File: src/rtl/sc_io_arbiter.sv
// Two-port round-robin arbiter and bus-cycle sequencer for the SCOMP-style I/O bus.
// Each transfer runs SETUP, ACTIVE (CYC_LEN cycles), DONE, then an optional turnaround.
module sc_io_arbiter #(
    parameter int CYC_LEN  = 4,
    parameter int TURN_LEN = 1
) (
    input  logic        i_clk,
    input  logic        i_reset_n,
    input  logic [1:0]  i_req,
    input  logic [1:0]  i_we,
    input  logic [7:0]  i_addr0,
    input  logic [7:0]  i_addr1,
    input  logic [15:0] i_wdata0,
    input  logic [15:0] i_wdata1,
    output logic [1:0]  o_ack,
    output logic [15:0] o_rdata,
    output logic        o_busy,
    output logic        o_sc_iocyc,
    output logic        o_sc_iowr,
    output logic [7:0]  o_sc_ioaddr,
    output logic [15:0] o_sc_dout,
    output logic        o_sc_dout_oe,
    input  logic [15:0] i_sc_din
);

    localparam logic [2:0] IDLE   = 3'd0;
    localparam logic [2:0] SETUP  = 3'd1;
    localparam logic [2:0] ACTIVE = 3'd2;
    localparam logic [2:0] DONE   = 3'd3;
    localparam logic [2:0] TURN   = 3'd4;

    localparam logic [3:0] ACT_LOAD  = 4'(CYC_LEN - 1);
    localparam int         TURN_INIT = (TURN_LEN > 0) ? (TURN_LEN - 1) : 0;
    localparam logic [2:0] TURN_LOAD = 3'(TURN_INIT);
    localparam logic [2:0] DONE_NEXT = (TURN_LEN > 0) ? TURN : IDLE;

    logic [2:0]  state;
    logic [3:0]  act_cnt;
    logic [2:0]  turn_cnt;
    logic        grant;
    logic        last_grant;
    logic        pick;
    logic [7:0]  lat_addr;
    logic        lat_we;
    logic [15:0] lat_wdata;
    logic        in_xfer;
    logic        drive_wr;

    // On contention the port that did not win last time gets the bus
    always_comb begin
        pick = 1'b0;
        if (i_req[0] && i_req[1])
            pick = ~last_grant;
        else
            pick = ~i_req[0];
    end

    always_ff @(posedge i_clk or negedge i_reset_n) begin
        if (!i_reset_n) begin
            state      <= IDLE;
            act_cnt    <= 4'd0;
            turn_cnt   <= 3'd0;
            grant      <= 1'b0;
            last_grant <= 1'b1;
            o_rdata    <= 16'd0;
        end else begin
            case (state)
                IDLE: begin
                    if (|i_req) begin
                        state <= SETUP;
                        grant <= pick;
                    end
                end
                SETUP: begin
                    state   <= ACTIVE;
                    act_cnt <= ACT_LOAD;
                end
                ACTIVE: begin
                    if (act_cnt == 4'd0) begin
                        state <= DONE;
                        if (!lat_we)
                            o_rdata <= i_sc_din;
                    end else begin
                        act_cnt <= act_cnt - 4'd1;
                    end
                end
                DONE: begin
                    last_grant <= grant;
                    state      <= DONE_NEXT;
                    turn_cnt   <= TURN_LOAD;
                end
                TURN: begin
                    if (turn_cnt == 3'd0)
                        state <= IDLE;
                    else
                        turn_cnt <= turn_cnt - 3'd1;
                end
                default: state <= IDLE;
            endcase
        end
    end

    // Request snapshot; only meaningful while a transfer is in flight, so no reset
    always_ff @(posedge i_clk) begin
        if (state == IDLE && (|i_req)) begin
            lat_addr  <= pick ? i_addr1 : i_addr0;
            lat_we    <= pick ? i_we[1] : i_we[0];
            lat_wdata <= pick ? i_wdata1 : i_wdata0;
        end
    end

    always_comb begin
        in_xfer      = (state == SETUP) || (state == ACTIVE) || (state == DONE);
        drive_wr     = in_xfer && lat_we;
        o_busy       = (state != IDLE);
        o_sc_iocyc   = (state == ACTIVE);
        o_sc_iowr    = drive_wr;
        o_sc_dout_oe = drive_wr;
        o_sc_ioaddr  = in_xfer ? lat_addr : 8'd0;
        o_sc_dout    = drive_wr ? lat_wdata : 16'd0;
        o_ack        = 2'b00;
        if (state == DONE)
            o_ack = grant ? 2'b10 : 2'b01;
    end

endmodule

File: config.mk
export PLATFORM = sky130hd
export DESIGN_NAME = sc_io_arbiter
export DESIGN_NICKNAME = d
export VERILOG_FILES = /design/src/rtl/sc_io_arbiter.sv
export SDC_FILE = /design/constraint.sdc
export NUM_CORES = 1
export LEC_CHECK = 0
export ABC_CLOCK_PERIOD_IN_PS = 3100
export BUFFER_PORTS_ARGS = -buffer_cell sky130_fd_sc_hd__buf_2
export CORE_MARGIN = 1
export CORE_UTILIZATION = 45
export CTS_CLUSTER_SIZE = 14
export DETAILED_ROUTE_END_ITERATION = 8
export HOLD_SLACK_MARGIN = 0.02
export PLACE_DENSITY = 0.8
export SYNTH_ARGS = -nofsm -noshare
export SYNTH_HDL_FRONTEND = slang
export SYNTH_SLANG_ARGS = --single-unit
export TNS_END_PERCENT = 50
File: constraint.sdc
create_clock -name i_clk -period 3.1 [get_ports i_clk]
set_input_delay 0.155 -clock i_clk [delete_from_list [all_inputs] [get_ports i_clk]]
set_output_delay 0.155 -clock i_clk [all_outputs]
set_load 0.02 [all_outputs]
==> run summary, run 1 <==
The headroom to the max-slew limit is 0.562. The detailed-routing wirelength on met1 is 2.22 mm. Wires add up to 5.18 mm. The number of optimization iterations in the first detailed-route pass came out at 4.

Adding up every negative setup slack in the final design gives 0 ns. The clock tree buffer depth is 2. In the synthesized netlist the dominant register cell turns out to be sky130_fd_sc_hd__dfrtp_1. The die covers 6040 um^2. The complex-gate fraction of the synthesized area came out at 0.0611.

Of the total synthesized cell area, the portion taken by XOR and XNOR cells is 0.00339. The number of synthesis warnings came out at 0. Walking the worst path, the cells encountered are inv_1 -> ha_1 -> or3b_4 -> or4_4 -> mux2_4. Once the clock tree was built, the setup fixing pass inserted 0 buffers. The area of the mapped netlist came out at 2580 um^2. The root buffer cell is sky130_fd_sc_hd__clkbuf_8. The average routed wire per standard cell is 13.6 um. In the detailed route, the total length drawn on met2 is 2.48 mm. Power spread over the standard cell area amounts to 907 nW/um^2. The core box area came out at 5510 um^2. Synthesis produced a netlist with a net count of 267.

In this run, synthesis produced a sequential element count of 53. Of the available clock period, the critical path in the final layout requires 0.702. The count of pins over their slew limit came to 0. After the last flow step, the layout net total stands at 382. The slowest cell on the critical path is sky130_fd_sc_hd__or4_4. The portion of synthesized area spent on multiplexers is 0.194.

The number of endpoints failing setup at the final stage came out at 0. The fraction of the mapped netlist area in simple logic gates came out at 0.121. The dominant delay contributor by cell family on the critical path is simple AND/OR/NAND/NOR gates. The global placement routability congestion is 0.844. The max capacitance violation total is 0. Counting every instance in the synthesized netlist gives 193.

The largest single stage delay on the critical path is 0.59 ns. Entering global routing, the biggest net connects 29 pins. The number of clock buffers inserted by TritonCTS came out at 5. The combined global-route utilization of all metal layers came out at 0.182. The main combinational cell family by area after synthesis is multiplexers. The critical path is of the flop to flop type. The commonest cells after synthesis are 31 x sky130_fd_sc_hd__mux2_2, 27 x sky130_fd_sc_hd__dfrtp_1, 25 x sky130_fd_sc_hd__edfxtp_1.

The fraction of synthesis flops using an asynchronous set or reset pin came out at 0.528. The sum of met3 wire segment lengths after detailed routing came out at 465 um. Setup repair after global routing left no endpoint under its margin. The synthesized design spends more area on one cell type than any other, namely sky130_fd_sc_hd__edfxtp_1. Sorting the synthesized cells by area gives the leading types as sky130_fd_sc_hd__edfxtp_1 29%, sky130_fd_sc_hd__dfrtp_1 26%, sky130_fd_sc_hd__mux2_2 14%, sky130_fd_sc_hd__mux2_4 5.8%, sky130_fd_sc_hd__and3_1 4.1%. The required time at the endpoint of the critical path is 3.28 ns. The worst ir drop on vdd is 535 uV. The post-synthesis to final-layout area growth came out at 28.3%. The final setup skew came out at 0.00576 ns.

Summing over every cut layer, the via total after detailed routing is 1896. The number of antenna violations at the first check in global routing was 0. The via density per instance came out at 4.98.

The total inserted antenna cells came out at 0. The overall die width came out at 77.7 um. The post-route total power came out at 3000 uW. The clock slew seen by the registers of the worst setup and hold paths is 0.09 ns. The starting DRC count in detailed routing came out at 85.

The peak fanout along the critical path is 16. The portion of synthesized cell area occupied by the leading cell type is 0.291. The total number of placement rows is 27.

For the pin with the worst max-slew slack, the measured transition is 0.648 ns. The maximum level of the CTS H-tree is 2. The number of remaining DRC errors came out at 0. The total I/O pin count is 116. The post-route minimum period is 2.18 ns. The count of nets left with antenna violations after detail routing came out at 0. The cell with the most instances after synthesis is sky130_fd_sc_hd__mux2_2.

In this run the tool buffered the top-level ports with 115 buffer cells. The clock drives 53 sinks. TritonCTS built the clock tree. The sum of buffers and inverters on the critical path came out at 1. After legalization and detailed placement, the total HPWL measured 3.85 mm. The clock network latency to the later pin of the worst-skew pair is 0.29 ns. The worst setup path is launched from a flop. The worst hold path belongs to the class primary input to flop. The detailed router used layers up to and including met4. The worst setup path is captured at a flop. The wire length of the first global-routing pass came out at 8.65 mm. The count of flip-flops with a built-in enable after synthesis is 25. The share of post-route cells with drive strength above 1 came out at 0.563.

The height of the chip is 77.7 um. For this configuration, the core starts out at a cell density of 0.469. The standby leakage power is 0.00162 uW. The sequential element share of the synthesized area is 0.563.

The number of endpoints with negative hold slack in the final report is 0. The number of fill cells is 474. The number of library cell types mapped by synthesis is 39. The total overflow left after global routing is 0. The run finished with clean final reports. The number of global-route vias before repair was 1895.

Of the total synthesized cell area, the portion taken by full adders, half adders and majority gates is 0.0194. The maximum frequency from static timing analysis is 0.460 GHz. The final-layout worst hold slack is 0.0881 ns. The mean instance size in the synthesized netlist came out at 13.4 um^2.

The worst path arrival time is 2.35 ns.
-- metal layers --
layer / GRT usage / vias up
li1: - / 940
met1: 0.226 / 872
met2: 0.302 / 82
met3: 0.0600 / 2
met4: 0.0491 / 0
met5: 0 / -
-- registers in the layout (all words and copies together) (netlist names) --
signal      cells
act_cnt         4
grant           1
last_grant      1
lat_addr        8
lat_wdata      16
lat_we          1
o_rdata        16
state           3
turn_cnt        3
-- worst paths after layout --
| kind | cells after the start | to | slack, ns | from |
|---|---|---|---|---|
| worst max-delay path | 5 | o_rdata[9] | 0.92 | act_cnt[0] |
| worst min-delay path | 2 | o_rdata[5] | 0.09 | i_sc_din[5] |
| worst max register to register | 5 | o_rdata[9] | 0.92 | act_cnt[0] |
| worst min register to register | 2 | last_grant | 0.50 | last_grant |
| max in group asynchronous | 2 | o_rdata[1] | 2.29 | i_reset_n |
| min in group asynchronous | 2 | o_rdata[15] | 0.41 | i_reset_n |
-- through the flow --
step,instances,util,setup slack [ns],instance area (um^2)
after global placement,372,0.582,0.988,3210
after floorplan,193,-,0.656,2580
after global routing,381,0.601,0.837,3310
after detailed placement,372,0.582,0.933,3210
final,381,0.601,0.924,3310
after CTS,381,0.601,0.925,3310
-- cell type report --
cell class / instances / area [um^2] / share of cell area
inverters: 8 / 30.0 / 0.00907
multi-input cells: 121 / 1030 / 0.313
clock buffers: 8 / 93.8 / 0.0284
well taps: 72 / 90.1 / 0.0272
repair buffers: 119 / 608 / 0.184
flip-flops and latches: 53 / 1450 / 0.439
-- placed cells by master (no fill, tap or decap), types with 6 or more instances in the layout --
master,instances
sky130_fd_sc_hd__nor2_1,10
sky130_fd_sc_hd__buf_2,115
sky130_fd_sc_hd__and3_1,17
sky130_fd_sc_hd__dfrtp_1,27
sky130_fd_sc_hd__clkbuf_8,6
sky130_fd_sc_hd__mux2_2,31
sky130_fd_sc_hd__and2_1,9
sky130_fd_sc_hd__edfxtp_1,25
sky130_fd_sc_hd__mux2_4,10
sky130_fd_sc_hd__inv_1,8
-- cells by family (layout without fill, tap and decap cells) --
group           Yosys count  in the layout
buf+inv                  19            135
flops                    53             53
fa+ha+maj                 4              4
xor+xnor                  1              1
mux                      41             41
compound gates           22             22
simple gates             53             53
-- timing repair --
item	4_1_cts	5_1_grt
setup endpoints to repair	0	0
hold endpoints to repair	27	0
hold buffers	1	0
resized for setup	0	0
-- report_power, final --
part           leakage (uW)  total, uW  switching, uW  internal (uW)
clock network     0.0000489        392            201            191
registers          0.000572       1220            180           1040
logic               0.00100       1390            801            584
total               0.00162       3000           1180           1820
-- worst reg2reg max path, cell delays in order (launching register included) --
cell and delay, ns:
sky130_fd_sc_hd__dfrtp_1 0.43, sky130_fd_sc_hd__inv_1 0.10, sky130_fd_sc_hd__ha_1 0.18, sky130_fd_sc_hd__or3b_4 0.42, sky130_fd_sc_hd__or4_4 0.59, sky130_fd_sc_hd__mux2_4 0.35
(Power assumes the default switching activity.)
==> run 2: changes to the inputs <==
Settings changed: ABC_CLOCK_PERIOD_IN_PS 3100 to 2200.
Clock period 3.1 ns to 2.2 ns, I/O delays scaled along.
==> run 2 against run 1 <==
Critical path type unchanged. Largest power group unchanged. Sequential share of layout area is 0.86 points lower. Design area grew 2.0%. Non-clock buffer count increased by 5. Sequential cell count did not move. Die area did not move. Core utilization up 1.2 points. Via count up 3.3%. Register-to-register slack lost 0.91 ns. Combinational power grew 53%. Total power up 44%.
==> run summary, run 2 (synthesis results as in run 1) <==
The flow ran to the end, and the final reports show no timing, DRC or antenna violations. The tightest min-delay check is of the primary input to flop type. The number of global-route vias before repair is 1859 (-1.9%). The overall die width came out at 77.7 um (unchanged). The class of the most critical setup path is flop to flop. The total number of placement rows is 27 (unchanged). The element type at the critical path end is a flop. The starting DRC count in detailed routing came out at 79 (-7.1%). The global placement routability congestion is 0.748 (-11%). The number of remaining DRC errors came to 0 (unchanged). The count of nets left with antenna violations after detail routing came out at 0 (unchanged). In the final layout, the registers with the most flip-flops are lat_wdata (16), o_rdata (16), lat_addr (8). The power per standard cell area came out at 1280 nW/um^2 (+41%).

STA classifies the critical path startpoint as a flop. The count of input and output buffers came out at 115 (unchanged). The via density per instance is 5.06 (+1.7%). The clock network latency to the later pin of the worst-skew pair came out at 0.30 ns (about the same). Leaving out fill and tap cells, the most frequent cells in the layout are 115 x sky130_fd_sc_hd__buf_2, 31 x sky130_fd_sc_hd__mux2_2, 27 x sky130_fd_sc_hd__dfrtp_1, 25 x sky130_fd_sc_hd__edfxtp_1, 17 x sky130_fd_sc_hd__and3_1. The final design utilization came to 0.613 (+0.0120). The die outline area was 6040 um^2 (unchanged). The maximum frequency from static timing analysis was 0.458 GHz (-0.25%). The number of antenna violations at the first check in global routing came to 0 (unchanged).

In this run the critical register-to-register path is launched from act_cnt[0]. In this run the most critical hold path is launched from i_sc_din[2]. The area growth from synthesis to layout is 30.8%. The number of endpoints failing setup at the final stage was 0 (unchanged). The post-route total power is 4320 uW (+44%). The total inserted antenna cells is 0 (unchanged). The clock tree buffer depth is 2 (unchanged).

The cell sitting at the root of the clock tree is a sky130_fd_sc_hd__clkbuf_8. The clock slew seen by the registers of the worst setup and hold paths is 0.09 ns (about the same). The total half-perimeter wirelength after legalization and detailed placement is 3.95 mm (+2.6%). The number of clock buffers inserted by TritonCTS was 5 (unchanged). The wire length of the first global-routing pass is 8.40 mm (-2.9%).

The final sum of negative setup slack is 0 ns (unchanged). The headroom to the max-slew limit is 0.538 (-0.0241). The global-route congestion overflow total came out at 0 (unchanged). The standby leakage power is 0.00164 uW (+1.3%). The required time at the endpoint of the critical path is 2.39 ns (-0.89 ns). The global routing usage on met1 is 0.224 (-0.00229).

The count of pins over their slew limit is 0 (unchanged). The total number of nets in the final design came out at 388 (+1.6%). The actual transition at the worst max-transition pin was 0.683 ns (+0.0356 ns). The max capacitance violation total is 0 (unchanged). The global-route met3 utilization is 0.0412 (-0.0188). The number of endpoints with negative hold slack in the final report came out at 0 (unchanged). The height of the chip came out at 77.7 um (unchanged). The area after detailed placement came out at 3250 um^2 (+1.3%).

The worst ir drop on vdd is 577 uV (+7.8%). The peak fanout along the critical path came out at 8 (-8). In this run the worst setup path begins at act_cnt[0]. The clock tree from TritonCTS is yes. The placement-stage worst setup slack came out at 0.0459 ns (-0.888 ns). The number of fill cells is 445 (-6.1%). The post-route minimum period came out at 2.18 ns (+0.00548 ns). The met2 demand-to-capacity share in global routing came to 0.312 (+0.0106). The number of optimization iterations in the first detailed-route pass is 4 (unchanged). The final clock period utilization by the worst path came to 0.992 (+0.290).

The final worst slack is 0.0186 ns (-0.905 ns). The final setup skew came to 0.00596 ns (+0.000199 ns). The via count is 1959 (+3.3%). The largest net degree at the start of global routing is 29 (unchanged).

The worst path arrival time is 2.37 ns (+0.02 ns). Leaving out fill and tap cells, the most frequent cell in the layout is sky130_fd_sc_hd__buf_2. The layer with the highest usage is met2. The maximum level of the CTS H-tree came out at 2 (unchanged). The share of post-route cells with drive strength above 1 came out at 0.581 (+0.0178). The core box area came to 5510 um^2 (unchanged). The total I/O pin count is 116 (unchanged). The initial core utilization came out at 0.469 (unchanged). The average routed wire per standard cell came out at 14.2 um (+4.2%). The number of clock sinks is 53 (unchanged).

The total length of routed wires is 5.48 mm (+5.8%). The combined global-route utilization of all metal layers came out at 0.180 (-0.00163). The design area came out at 3380 um^2 (+2.0%).
run 2: what timing repair did:
action | in CTS | in global routing
hold buffers | 1 | 0
endpoints found under the hold margin | 27 | 0
endpoints found under the setup margin | 0 | 16
setup buffers | 0 | 1
gates resized for setup | 0 | 4
run 2: area by class of cell:
| cell class | count | area, um^2 | area share |
|---|---|---|---|
| Clock buffer | 5 | 68.8 | 0.0204 |
| Clock inverter | 3 | 17.5 | 0.00519 |
| Inverter | 8 | 30.0 | 0.00890 |
| Multi-Input combinational cell | 122 | 1060 | 0.314 |
| Sequential cell | 53 | 1450 | 0.430 |
| Tap cell | 72 | 90.1 | 0.0267 |
| Timing Repair Buffer | 124 | 658 | 0.195 |
run 2: through the flow:
step,cells,hold WS [ns]
3_5_place_dp,376,0.164
6_report,387,0.0334
2_1_floorplan,193,-0.186
5_1_grt,387,0.0212
4_1_cts,385,0.0231
3_3_place_gp,376,0.157
run 2: final timing paths:
path	depth (start not counted)	to	slack (ns)
min in group asynchronous	2	o_rdata[9]	0.35
max in group asynchronous	2	o_rdata[5]	1.44
min reg2reg	1	o_rdata[8]	0.51
max reg2reg	5	o_rdata[3]	0.02
max	5	o_rdata[3]	0.02
min	2	o_rdata[2]	0.03
run 2: where the power goes:
group / leakage (uW) / switching, uW / internal [uW]
Clock: 0.0000439 / 309 / 220
Sequential: 0.000572 / 200 / 1470
Combinational: 0.00103 / 1220 / 895
run 2: critical path: stages, from the launching register on:
cell	delay [ns]
sky130_fd_sc_hd__dfrtp_1	0.39
sky130_fd_sc_hd__inv_1	0.15
sky130_fd_sc_hd__ha_4	0.17
sky130_fd_sc_hd__or3b_4	0.39
sky130_fd_sc_hd__or4_4	0.64
sky130_fd_sc_hd__mux2_4	0.34
run 2: per-layer routing:
layer / up-vias / wire [um]
li1: 953 / -
met1: 915 / 2330
met2: 85 / 2750
met3: 6 / 341
met4: 0 / 61
met5: - / 0
